==> config.mk <==
export PLATFORM = sky130hd
export DESIGN_NAME = sdram_burst_master
export DESIGN_NICKNAME = d
export VERILOG_FILES = /design/src/rtl/sdram_burst_master.sv
export SDC_FILE = /design/constraint.sdc
export NUM_CORES = 1
export LEC_CHECK = 0
export CAP_MARGIN = 30
export CORE_MARGIN = 8
export CORE_UTILIZATION = 52
export CTS_CLUSTER_DIAMETER = 60
export DETAILED_ROUTE_END_ITERATION = 8
export PLACE_DENSITY = 0.9
export SETUP_SLACK_MARGIN = 0.1
export SLEW_MARGIN = 20
export SYNTH_ARGS = -nofsm -noshare
export SYNTH_HDL_FRONTEND = slang
export SYNTH_SLANG_ARGS = --single-unit
==> constraint.sdc <==
create_clock -name clk_i -period 7.4 [get_ports clk_i]
set_input_delay 2.22 -clock clk_i [delete_from_list [all_inputs] [get_ports clk_i]]
set_output_delay 2.22 -clock clk_i [all_outputs]
set_load 0.005 [all_outputs]
==> src/rtl/sdram_burst_master.sv <==
// Burst initiator for the SDRAM MAC host interface: fills/drains the MAC buffer
// and programs address, length and go for one client command at a time.
module sdram_burst_master #(
    parameter int MAX_WORDS = 255,
    parameter int RD_LAT    = 1
) (
    input  logic        clk_i,
    input  logic        reset_i,
    input  logic        cmd_valid_i,
    output logic        cmd_ready_o,
    input  logic        cmd_write_i,
    input  logic [23:0] cmd_addr_i,
    input  logic [7:0]  cmd_words_i,
    input  logic        wr_valid_i,
    output logic        wr_ready_o,
    input  logic [31:0] wr_data_i,
    output logic        rd_valid_o,
    input  logic        rd_ready_i,
    output logic [31:0] rd_data_o,
    output logic        done_o,
    output logic        err_o,
    output logic [7:0]  m_addr_o,
    output logic [31:0] m_wd_o,
    input  logic [31:0] m_rd_i,
    output logic        m_we_o,
    output logic        m_we_len_o,
    output logic        m_we_a_o,
    input  logic        m_busy_i
);

    localparam int DEPTH = RD_LAT + 1;
    localparam int PW    = (DEPTH > 1) ? $clog2(DEPTH) : 1;
    localparam int CW    = $clog2(DEPTH + 1);
    localparam logic [CW:0] DEPTH_V = (CW + 1)'(DEPTH);

    typedef enum logic [2:0] {
        S_IDLE, S_FILL, S_SET_A, S_SET_LEN, S_ARM, S_RUN, S_DRAIN, S_FIN
    } state_t;

    state_t        state_q;
    logic          w_q;
    logic [23:0]   a_q;
    logic [7:0]    n_q;
    logic [7:0]    cnt_q;
    logic [7:0]    out_q;
    logic          err_q;
    logic [CW-1:0] inflight_q;
    logic [CW-1:0] count_q;
    logic [RD_LAT-1:0] pipe_q;
    logic [31:0]   fifo_q [DEPTH];
    logic [PW-1:0] wptr_q;
    logic [PW-1:0] rptr_q;

    logic          accept;
    logic          illegal;
    logic          wr_fire;
    logic          push;
    logic          pop;
    logic          issue;
    logic [CW:0]   occ;

    assign cmd_ready_o = (state_q == S_IDLE) & ~m_busy_i & ~reset_i;
    assign accept      = cmd_valid_i & cmd_ready_o;
    assign illegal     = (cmd_words_i == 8'd0) || (32'(cmd_words_i) > MAX_WORDS);
    assign wr_ready_o  = (state_q == S_FILL);
    assign wr_fire     = wr_valid_i & wr_ready_o;
    assign rd_valid_o  = (count_q != '0);
    assign rd_data_o   = fifo_q[rptr_q];
    assign pop         = rd_valid_o & rd_ready_i;
    assign push        = pipe_q[RD_LAT-1];
    // Occupancy after this cycle's pop, so a slot freed now can be refilled now.
    assign occ   = {1'b0, count_q} + {1'b0, inflight_q} - (CW + 1)'(pop);
    assign issue = (state_q == S_DRAIN) && (cnt_q != n_q) && (occ < DEPTH_V);

    assign m_we_o     = wr_fire;
    assign m_we_a_o   = (state_q == S_SET_A);
    assign m_we_len_o = (state_q == S_SET_LEN);
    assign done_o     = (state_q == S_FIN);
    assign err_o      = err_q;

    always_comb begin
        m_addr_o = 8'd0;
        m_wd_o   = 32'd0;
        case (state_q)
            S_FILL: begin
                m_addr_o = cnt_q;
                m_wd_o   = wr_data_i;
            end
            S_SET_A:   m_wd_o = {8'h0, a_q};
            S_SET_LEN: m_wd_o = {w_q, 22'h0, n_q, 1'b0};
            S_DRAIN:   m_addr_o = cnt_q;
            default: ;
        endcase
    end

    always_ff @(posedge clk_i) begin
        if (reset_i) begin
            state_q    <= S_IDLE;
            w_q        <= 1'b0;
            a_q        <= '0;
            n_q        <= '0;
            cnt_q      <= '0;
            out_q      <= '0;
            err_q      <= 1'b0;
            inflight_q <= '0;
            count_q    <= '0;
            pipe_q     <= '0;
            wptr_q     <= '0;
            rptr_q     <= '0;
            for (int i = 0; i < DEPTH; i++) fifo_q[i] <= '0;
        end else begin
            err_q      <= 1'b0;
            pipe_q     <= (pipe_q << 1) | RD_LAT'(issue);
            inflight_q <= inflight_q + CW'(issue) - CW'(push);
            count_q    <= count_q + CW'(push) - CW'(pop);
            if (push) begin
                fifo_q[wptr_q] <= m_rd_i;
                wptr_q <= (wptr_q == PW'(DEPTH - 1)) ? '0 : wptr_q + 1'b1;
            end
            if (pop) rptr_q <= (rptr_q == PW'(DEPTH - 1)) ? '0 : rptr_q + 1'b1;

            case (state_q)
                S_IDLE: if (accept) begin
                    w_q   <= cmd_write_i;
                    a_q   <= cmd_addr_i;
                    n_q   <= cmd_words_i;
                    cnt_q <= '0;
                    out_q <= '0;
                    if (illegal) err_q <= 1'b1;
                    else state_q <= cmd_write_i ? S_FILL : S_SET_A;
                end
                S_FILL: if (wr_fire) begin
                    cnt_q <= cnt_q + 8'd1;
                    if (cnt_q == n_q - 8'd1) begin
                        cnt_q   <= '0;
                        state_q <= S_SET_A;
                    end
                end
                S_SET_A:   state_q <= S_SET_LEN;
                S_SET_LEN: state_q <= S_ARM;
                S_ARM:     if (m_busy_i) state_q <= S_RUN;
                S_RUN: if (!m_busy_i) begin
                    cnt_q   <= '0;
                    state_q <= w_q ? S_FIN : S_DRAIN;
                end
                S_DRAIN: begin
                    if (issue) cnt_q <= cnt_q + 8'd1;
                    if (pop) begin
                        out_q <= out_q + 8'd1;
                        if (out_q == n_q - 8'd1) state_q <= S_FIN;
                    end
                end
                S_FIN:   state_q <= S_IDLE;
                default: state_q <= S_IDLE;
            endcase
        end
    end

endmodule
==> results of run 1 <==
[cell type report]
| cell class | instances | area (µm²) |
|---|---|---|
| sequential | 125 | 3140 |
| clock buffer | 17 | 425 |
| inverter | 8 | 30.0 |
| fill | 825 | 3180 |
| timing repair buffer | 191 | 1900 |
| tap | 147 | 184 |
| clock inverter | 15 | 113 |
| multi-input combinational | 439 | 2990 |
[tightest hold or removal path, cell delays in order (launching register included)]
cell	delay, ns
dfxtp_1	0.31
nand3b_1	0.08
nand2_1	0.05
[placed cells by master (no fill, tap or decap), types with 7 or more instances in the layout]
master,count
a22o_1,17
a22oi_1,9
and2_1,80
buf_4,7
clkbuf_16,17
clkdlybuf4s50_1,182
dfxtp_1,61
edfxtp_1,64
ha_1,7
inv_1,8
mux2_2,41
nand2_1,80
nand3b_1,31
nand4_1,10
nor2_1,44
nor2b_1,8
o21ai_0,10
xnor2_1,18
xor2_1,27
[through the flow]
stage / setup slack, ns / power, mW / hold slack, ns / utilization, %
CTS: 1.58 / 2.08 / 0.480 / 73.4
finish: 1.59 / 2.07 / 0.479 / 73.4
detailed placement: 1.59 / 1.32 / 0.471 / 68.9
global route: 1.51 / 2.16 / 0.503 / 73.4
floorplan: 2.38 / 1.08 / 0.449 / -
global placement: 1.62 / 1.30 / 0.463 / 68.7
[kinds of logic after synthesis]
group,Yosys count
AOI/OAI and AO/OA,62
muxes,43
buffers and inverters,51
adders and majority gates,8
DFF,125
and+or+nand+nor,281
xor gates and xnor gates,45
[Yosys cell counts (2+ instances only)]
cell and count:
and2_1 81, o21ai_0 10, nand3b_1 31, clkbuf_1 29
or3_1 3, buf_1 5, a22o_1 17, and3_1 4
nor2_1 44, xnor2_1 18, nor3_1 3, nand2_1 80
nor3b_1 4, or2_2 2, a21o_2 2, nand4_1 10
inv_1 8, nor4_1 3, xor2_1 27, dfxtp_1 61
edfxtp_1 64, clkbuf_2 2, o21ai_2 2, nor3b_2 2
nor2b_1 8, nand2b_1 3, a22oi_1 9, o31ai_1 3
buf_2 6, a31oi_1 2, mux2_2 41, a32oi_1 3
a21oi_1 4, ha_1 7, a21boi_0 2
[sequential cells by signal, indices dropped and copies added, names as in the netlist, named ones only]
register	count
state_q	3
inflight_q	2
w_q	1
count_q	2
err_o	1
pipe_q	1
a_q	24
fifo_q	64
out_q	8
wptr_q	1
n_q	8
rptr_q	1
cnt_q	8
[layer usage]
layer  track usage (%)  share of wire, %  wire [µm]
met2              37.4                48       8550
met1              25.4                40       7200
met5                 0                 0          0
met3              8.63               9.0       1610
met4              8.70               2.5        439
[path summary, 6_finish.rpt]
path | cells past startpoint | end | from | slack [ns]
worst min register to register | 2 | a_q[7] | a_q[7] | 0.48
worst min-delay path | 2 | a_q[7] | a_q[7] | 0.48
worst max register to register | 10 | inflight_q[1] | state_q[1] | 4.34
worst max-delay path | 5 | m_wd_o[5] | wr_data_i[5] | 1.59
[power by group through the flow]
stage               sequential [mW]  clock [mW]  combinational, mW
detailed placement            0.842           0              0.483
global route                  0.835       0.794              0.529
CTS                           0.828       0.764              0.491
floorplan                     0.798           0              0.286
global placement              0.838           0              0.462
finish                        0.830       0.751              0.492
==> summary.txt, run 1 <==
HPWL after DPL = 12.6 mm
RSZ-0062 raised after global routing = no
final non-filler cell total = 942
number of global-route vias before repair = 5611
Reg power frac = 40.0%
CP bufs+invs = 2
Clk pwr share = 36.2%
drt initial violations = 491
xor-xnor portion of the synthesized cell area = 6.23%
top post-synthesis cells by area = edfxtp_1 (30%), dfxtp_1 (19%), and2_1 (8.0%), mux2_2 (7.3%), nand2_1 (4.7%)
global route overflow = 0
mux cell area share after synthesis = 7.63%
H-tree depth = 4
cells after synthesis = 615
nets@finish = 893
Finished Cell Area = 0.00878 mm²
clk_lat worst skew = 0.41 ns
largest family of logic cells by synthesized area = simple AND/OR/NAND/NOR gates
Synth Area in Adders = 1.70%
vias post-DR = 5296
vias per inst = 5.62
Synth Register Bits = 125
placed cell areas = 0.00824 mm²
Power Density = 236 mW/mm²
largest net degree at the start of global routing = 56
CTS resizes = 0
core area = 0.0120 mm²
Synth Warn # = 0
post-synth top area share = 30.4%
Post-Route Skew = 0.0118 ns
synth unique cells = 50
Setup Buffers After CTS = 0
number of diodes = 0
post-placement cell count = 910
Pins Over Slew Limit = 0
Post-synth EDFFs = 64
TritonCTS sink count = 125
cell-internal power = 1.47 mW
die extent in y = 126 µm
outcome = completed
initial antenna violation count = 0
part of the power in combinational logic = 23.7%
area grow syn2layout = 38.8%
crit end category = output port
CTS buffer count = 17
CTS tree = yes
drt drc = 0
Top Ports = 183
Worst path top cell family by delay = buffers and inverters
Port Buffers = 182
num rows = 40
max_slew headroom = 38.9%
asr flop ratio synth = 0%
Peak VDD IR = 132 µV
hold buffers post-CTS = 0
post-synthesis compound-gate area fraction = 7.36%
MaxCap Viol Count = 0
Leak = 3.46 nW
Synth area leader = edfxtp_1
worst path cell trace = clkdlybuf4s50_1, mux2_2, a22oi_1, nor2_1, clkdlybuf4s50_1
final setup TNS = 0 ns
ys flop type = edfxtp_1
Max Clk Rate = 0.172 GHz
Hold Crit Class = reg -> reg
Crit-path slowest cell = clkdlybuf4s50_1
GP Congestion = 0.879
largest buffer count on any clock path = 2
most used cell along the critical path = clkdlybuf4s50_1
Synth Net Count = 726
DIE AREA = 0.0160 mm²
syn avg cell area = 10.3 µm²
Worst-Margin Slew = 0.915 ns
CP Launch Type = primary input
Largest stage delay, worst path = 0.48 ns
antenna-violating nets left = 0
router iterations before antenna repair = 6
first-pass GRT wire length = 28.5 mm
Die X = 126 µm
kind of critical path = in -> out
Synth Cell Area = 0.00633 mm²
# setup viols final = 0
Avg WL per Cell = 18.9 µm
CP required = 5.18 ns
total track usage = 22.4%
register area share after synthesis = 49.7%
Worst Path Arrival = 3.59 ns
root buf cell = clkbuf_16
worst-path fanout max = 1
Final Hold Viols = 0
clock slew at reported path FFs = 0.06 ns
share of layout cells above drive strength 1 = 11.9%
Synth Area in Simple Gates = 24.1%
final wirelength = 17.8 mm
Net Sw Power = 604 µW
Initial Util = 52.9%
final period utilization = 78.5%
Tmin final = 5.81 ns
Switching Fraction = 29.1%
Note: power is estimated with default switching activity, not from simulation.
==> run 2, diff against run 1 <==
CORE_UTILIZATION = 43   (was 52)
PLACE_DENSITY = 0.8   (was 0.9)
clock period = 4.9 ns   (was 7.4 ns; I/O delays follow)
==> run 2 against run 1 <==
Critical path depth did not move. Total power rose by 59%. Global-route usage fell by 3.8 points. Core utilization fell by 12 points. Final cell count rose by 4.2%. Clock skew fell by 0.0057 ns. Via count fell by 3.1%. Critical endpoint is now m_wd_o[8].
==> summary.txt, run 2 (synthesis results as in run 1) <==
Switching Fraction = 26.7% (was 29.1%)
share of layout cells above drive strength 1 = 12.0% (was 11.9%)
part of the power in combinational logic = 22.9% (was 23.7%)
max_slew headroom = 45.6% (was 38.9%)
largest net degree at the start of global routing = 56 (unchanged)
drt drc = 0 (unchanged)
DIE AREA = 0.0188 mm² (was 0.0160 mm²)
area grow syn2layout = 41.0% (was 38.8%)
CP Launch Type = primary input (unchanged)
Port Buffers = 182 (unchanged)
most used cell along the critical path = clkdlybuf4s50_1 (unchanged)
Tmin final = 4.26 ns
worst path cell trace = clkdlybuf4s50_1, mux2_2, a22oi_1, nor2_1, clkdlybuf4s50_1 (unchanged)
nets@finish = 896 (was 893)
final wirelength = 17.4 mm (was 17.8 mm)
initial antenna violation count = 0 (unchanged)
FF-to-FF Start = state_q[1] (unchanged)
crit path to = m_wd_o[8] (was m_wd_o[5])
Worst-Margin Slew = 0.816 ns (was 0.915 ns)
# setup viols final = 0 (unchanged)
Largest Register = fifo_q (unchanged)
cell-internal power = 2.42 mW (was 1.47 mW)
total power = 3.30 mW (was 2.07 mW)
vias post-DR = 5134 (was 5296)
CP required = 3.43 ns (was 5.18 ns)
HPWL after DPL = 12.3 mm (was 12.6 mm)
number of global-route vias before repair = 5399 (was 5611)
Reg2Reg Setup Slack = 2.12 ns (was 4.34 ns)
drt initial violations = 464 (was 491)
Power Density = 370 mW/mm² (was 236 mW/mm²)
CTS buffer count = 17 (unchanged)
number of diodes = 0 (unchanged)
largest buffer count on any clock path = 2 (unchanged)
Peak VDD IR = 229 µV (was 132 µV)
setup ws final = 0.635 ns (was 1.59 ns)
TritonCTS sink count = 125 (unchanged)
dpl ws = 0.623 ns (was 1.59 ns)
clock slew at reported path FFs = 0.06 ns (about the same)
Pins Over Slew Limit = 0 (unchanged)
Post-Route Skew = 0.00610 ns (was 0.0118 ns)
MaxCap Viol Count = 0 (unchanged)
final period utilization = 87.0%
CTS resizes = 0 (unchanged)
most common cell after layout, fill and taps aside = clkdlybuf4s50_1 (unchanged)
Die X = 137 µm (was 126 µm)
Worst setup startpoint = wr_data_i[8] (was wr_data_i[5])
Final Hold Viols = 0 (unchanged)
Top Ports = 183 (unchanged)
Max Clk Rate = 0.234 GHz
worst-path fanout max = 1 (unchanged)
top flop regs = fifo_q (64), a_q (24) (unchanged)
Clk pwr share = 39.9% (was 36.2%)
Initial Util = 43.7% (was 52.9%)
GP Congestion = 0.859 (was 0.879)
Leak = 3.51 nW (was 3.46 nW)
root buf cell = clkbuf_16 (unchanged)
CTS tree = yes (unchanged)
kind of critical path = in -> out (unchanged)
crit end category = output port (unchanged)
Crit-path slowest cell = clkdlybuf4s50_1 (unchanged)
Reg2Reg Depth = 10 (unchanged)
Reg power frac = 37.2% (was 40.0%)
number of flip-flops in the largest register = 64 (unchanged)
clk_lat worst skew = 0.41 ns (about the same)
Avg WL per Cell = 17.7 µm (was 18.9 µm)
RSZ-0062 raised after global routing = no (unchanged)
hold buffers post-CTS = 0 (unchanged)
Setup Buffers After CTS = 0 (unchanged)
Hold Crit Class = reg -> reg (unchanged)
commonest non-fill, non-tap cells in the layout = clkdlybuf4s50_1 (182), and2_1 (81), nand2_1 (80) (was clkdlybuf4s50_1 (182), nand2_1 (80), and2_1 (80))
num rows = 44 (was 40)
Largest stage delay, worst path = 0.45 ns (was 0.48 ns)
H-tree depth = 4 (unchanged)
Net Sw Power = 882 µW (was 604 µW)
final setup TNS = 0 ns (unchanged)
antenna-violating nets left = 0 (unchanged)
core area = 0.0145 mm² (was 0.0120 mm²)
router iterations before antenna repair = 5 (was 6)
first-pass GRT wire length = 27.3 mm (was 28.5 mm)
capturing point of the worst reg2reg path = inflight_q[1] (unchanged)
Worst Path Arrival = 2.79 ns (was 3.59 ns)
global route overflow = 0 (unchanged)
die extent in y = 137 µm (was 126 µm)
vias per inst = 5.23 (was 5.62)
outcome = completed (unchanged)
total track usage = 18.5% (was 22.4%)
## run 2: worst min path at each step
stage	from	to	slack, ns	cells past startpoint
after floorplan	a_q[0]	a_q[0]	0.45	2
final	a_q[3]	a_q[3]	0.48	2
after global placement	a_q[22]	a_q[22]	0.46	2
after CTS	a_q[15]	a_q[15]	0.48	2
after detailed placement	a_q[15]	a_q[15]	0.47	2
after global routing	a_q[16]	a_q[16]	0.50	2
## run 2: critical path, delay by kind of cell
kind                   cells  cell delay (ns)
buffers and inverters      2             0.86
muxes                      1             0.26
AOI/OAI and AO/OA          1             0.15
and+or+nand+nor            1             0.06
## run 2: metal layers
metal | routed length (µm) | share of wire [%] | vias to the layer above | global-route usage, %
met2 | 8160 | 47 | 213 | 30.0
met3 | 1810 | 10 | 21 | 8.53
met1 | 7200 | 41 | 2438 | 21.5
li1 | - | - | 2462 | -
met4 | 234 | 1.3 | 0 | 5.55
met5 | 0 | 0 | - | 0
## run 2: area by class of cell
class	count	area, µm²
timing repair buffer	194	1910
tap	184	230
sequential	125	3140
clock inverter	14	191
fill	1168	5560
inverter	8	30.0
clock buffer	18	429
multi-input combinational	439	2980
## run 2: stage by stage
stage | hold WS, ns | utilization, % | cell area, µm² | cells
global placement | 0.461 | 57.3 | 8300 | 950
CTS | 0.481 | 61.6 | 8920 | 982
finish | 0.479 | 61.6 | 8920 | 982
floorplan | 0.449 | - | 6330 | 615
detailed placement | 0.469 | 57.3 | 8300 | 950
global route | 0.497 | 61.6 | 8920 | 982
## run 2: power by group through the flow
stage	combinational (mW)	clock, mW	sequential, mW
2_1_floorplan	0.432	0	1.21
3_3_place_gp	0.734	0	1.24
3_5_place_dp	0.750	0	1.25
4_1_cts	0.756	1.34	1.23
5_1_grt	0.820	1.39	1.24
6_report	0.757	1.32	1.23
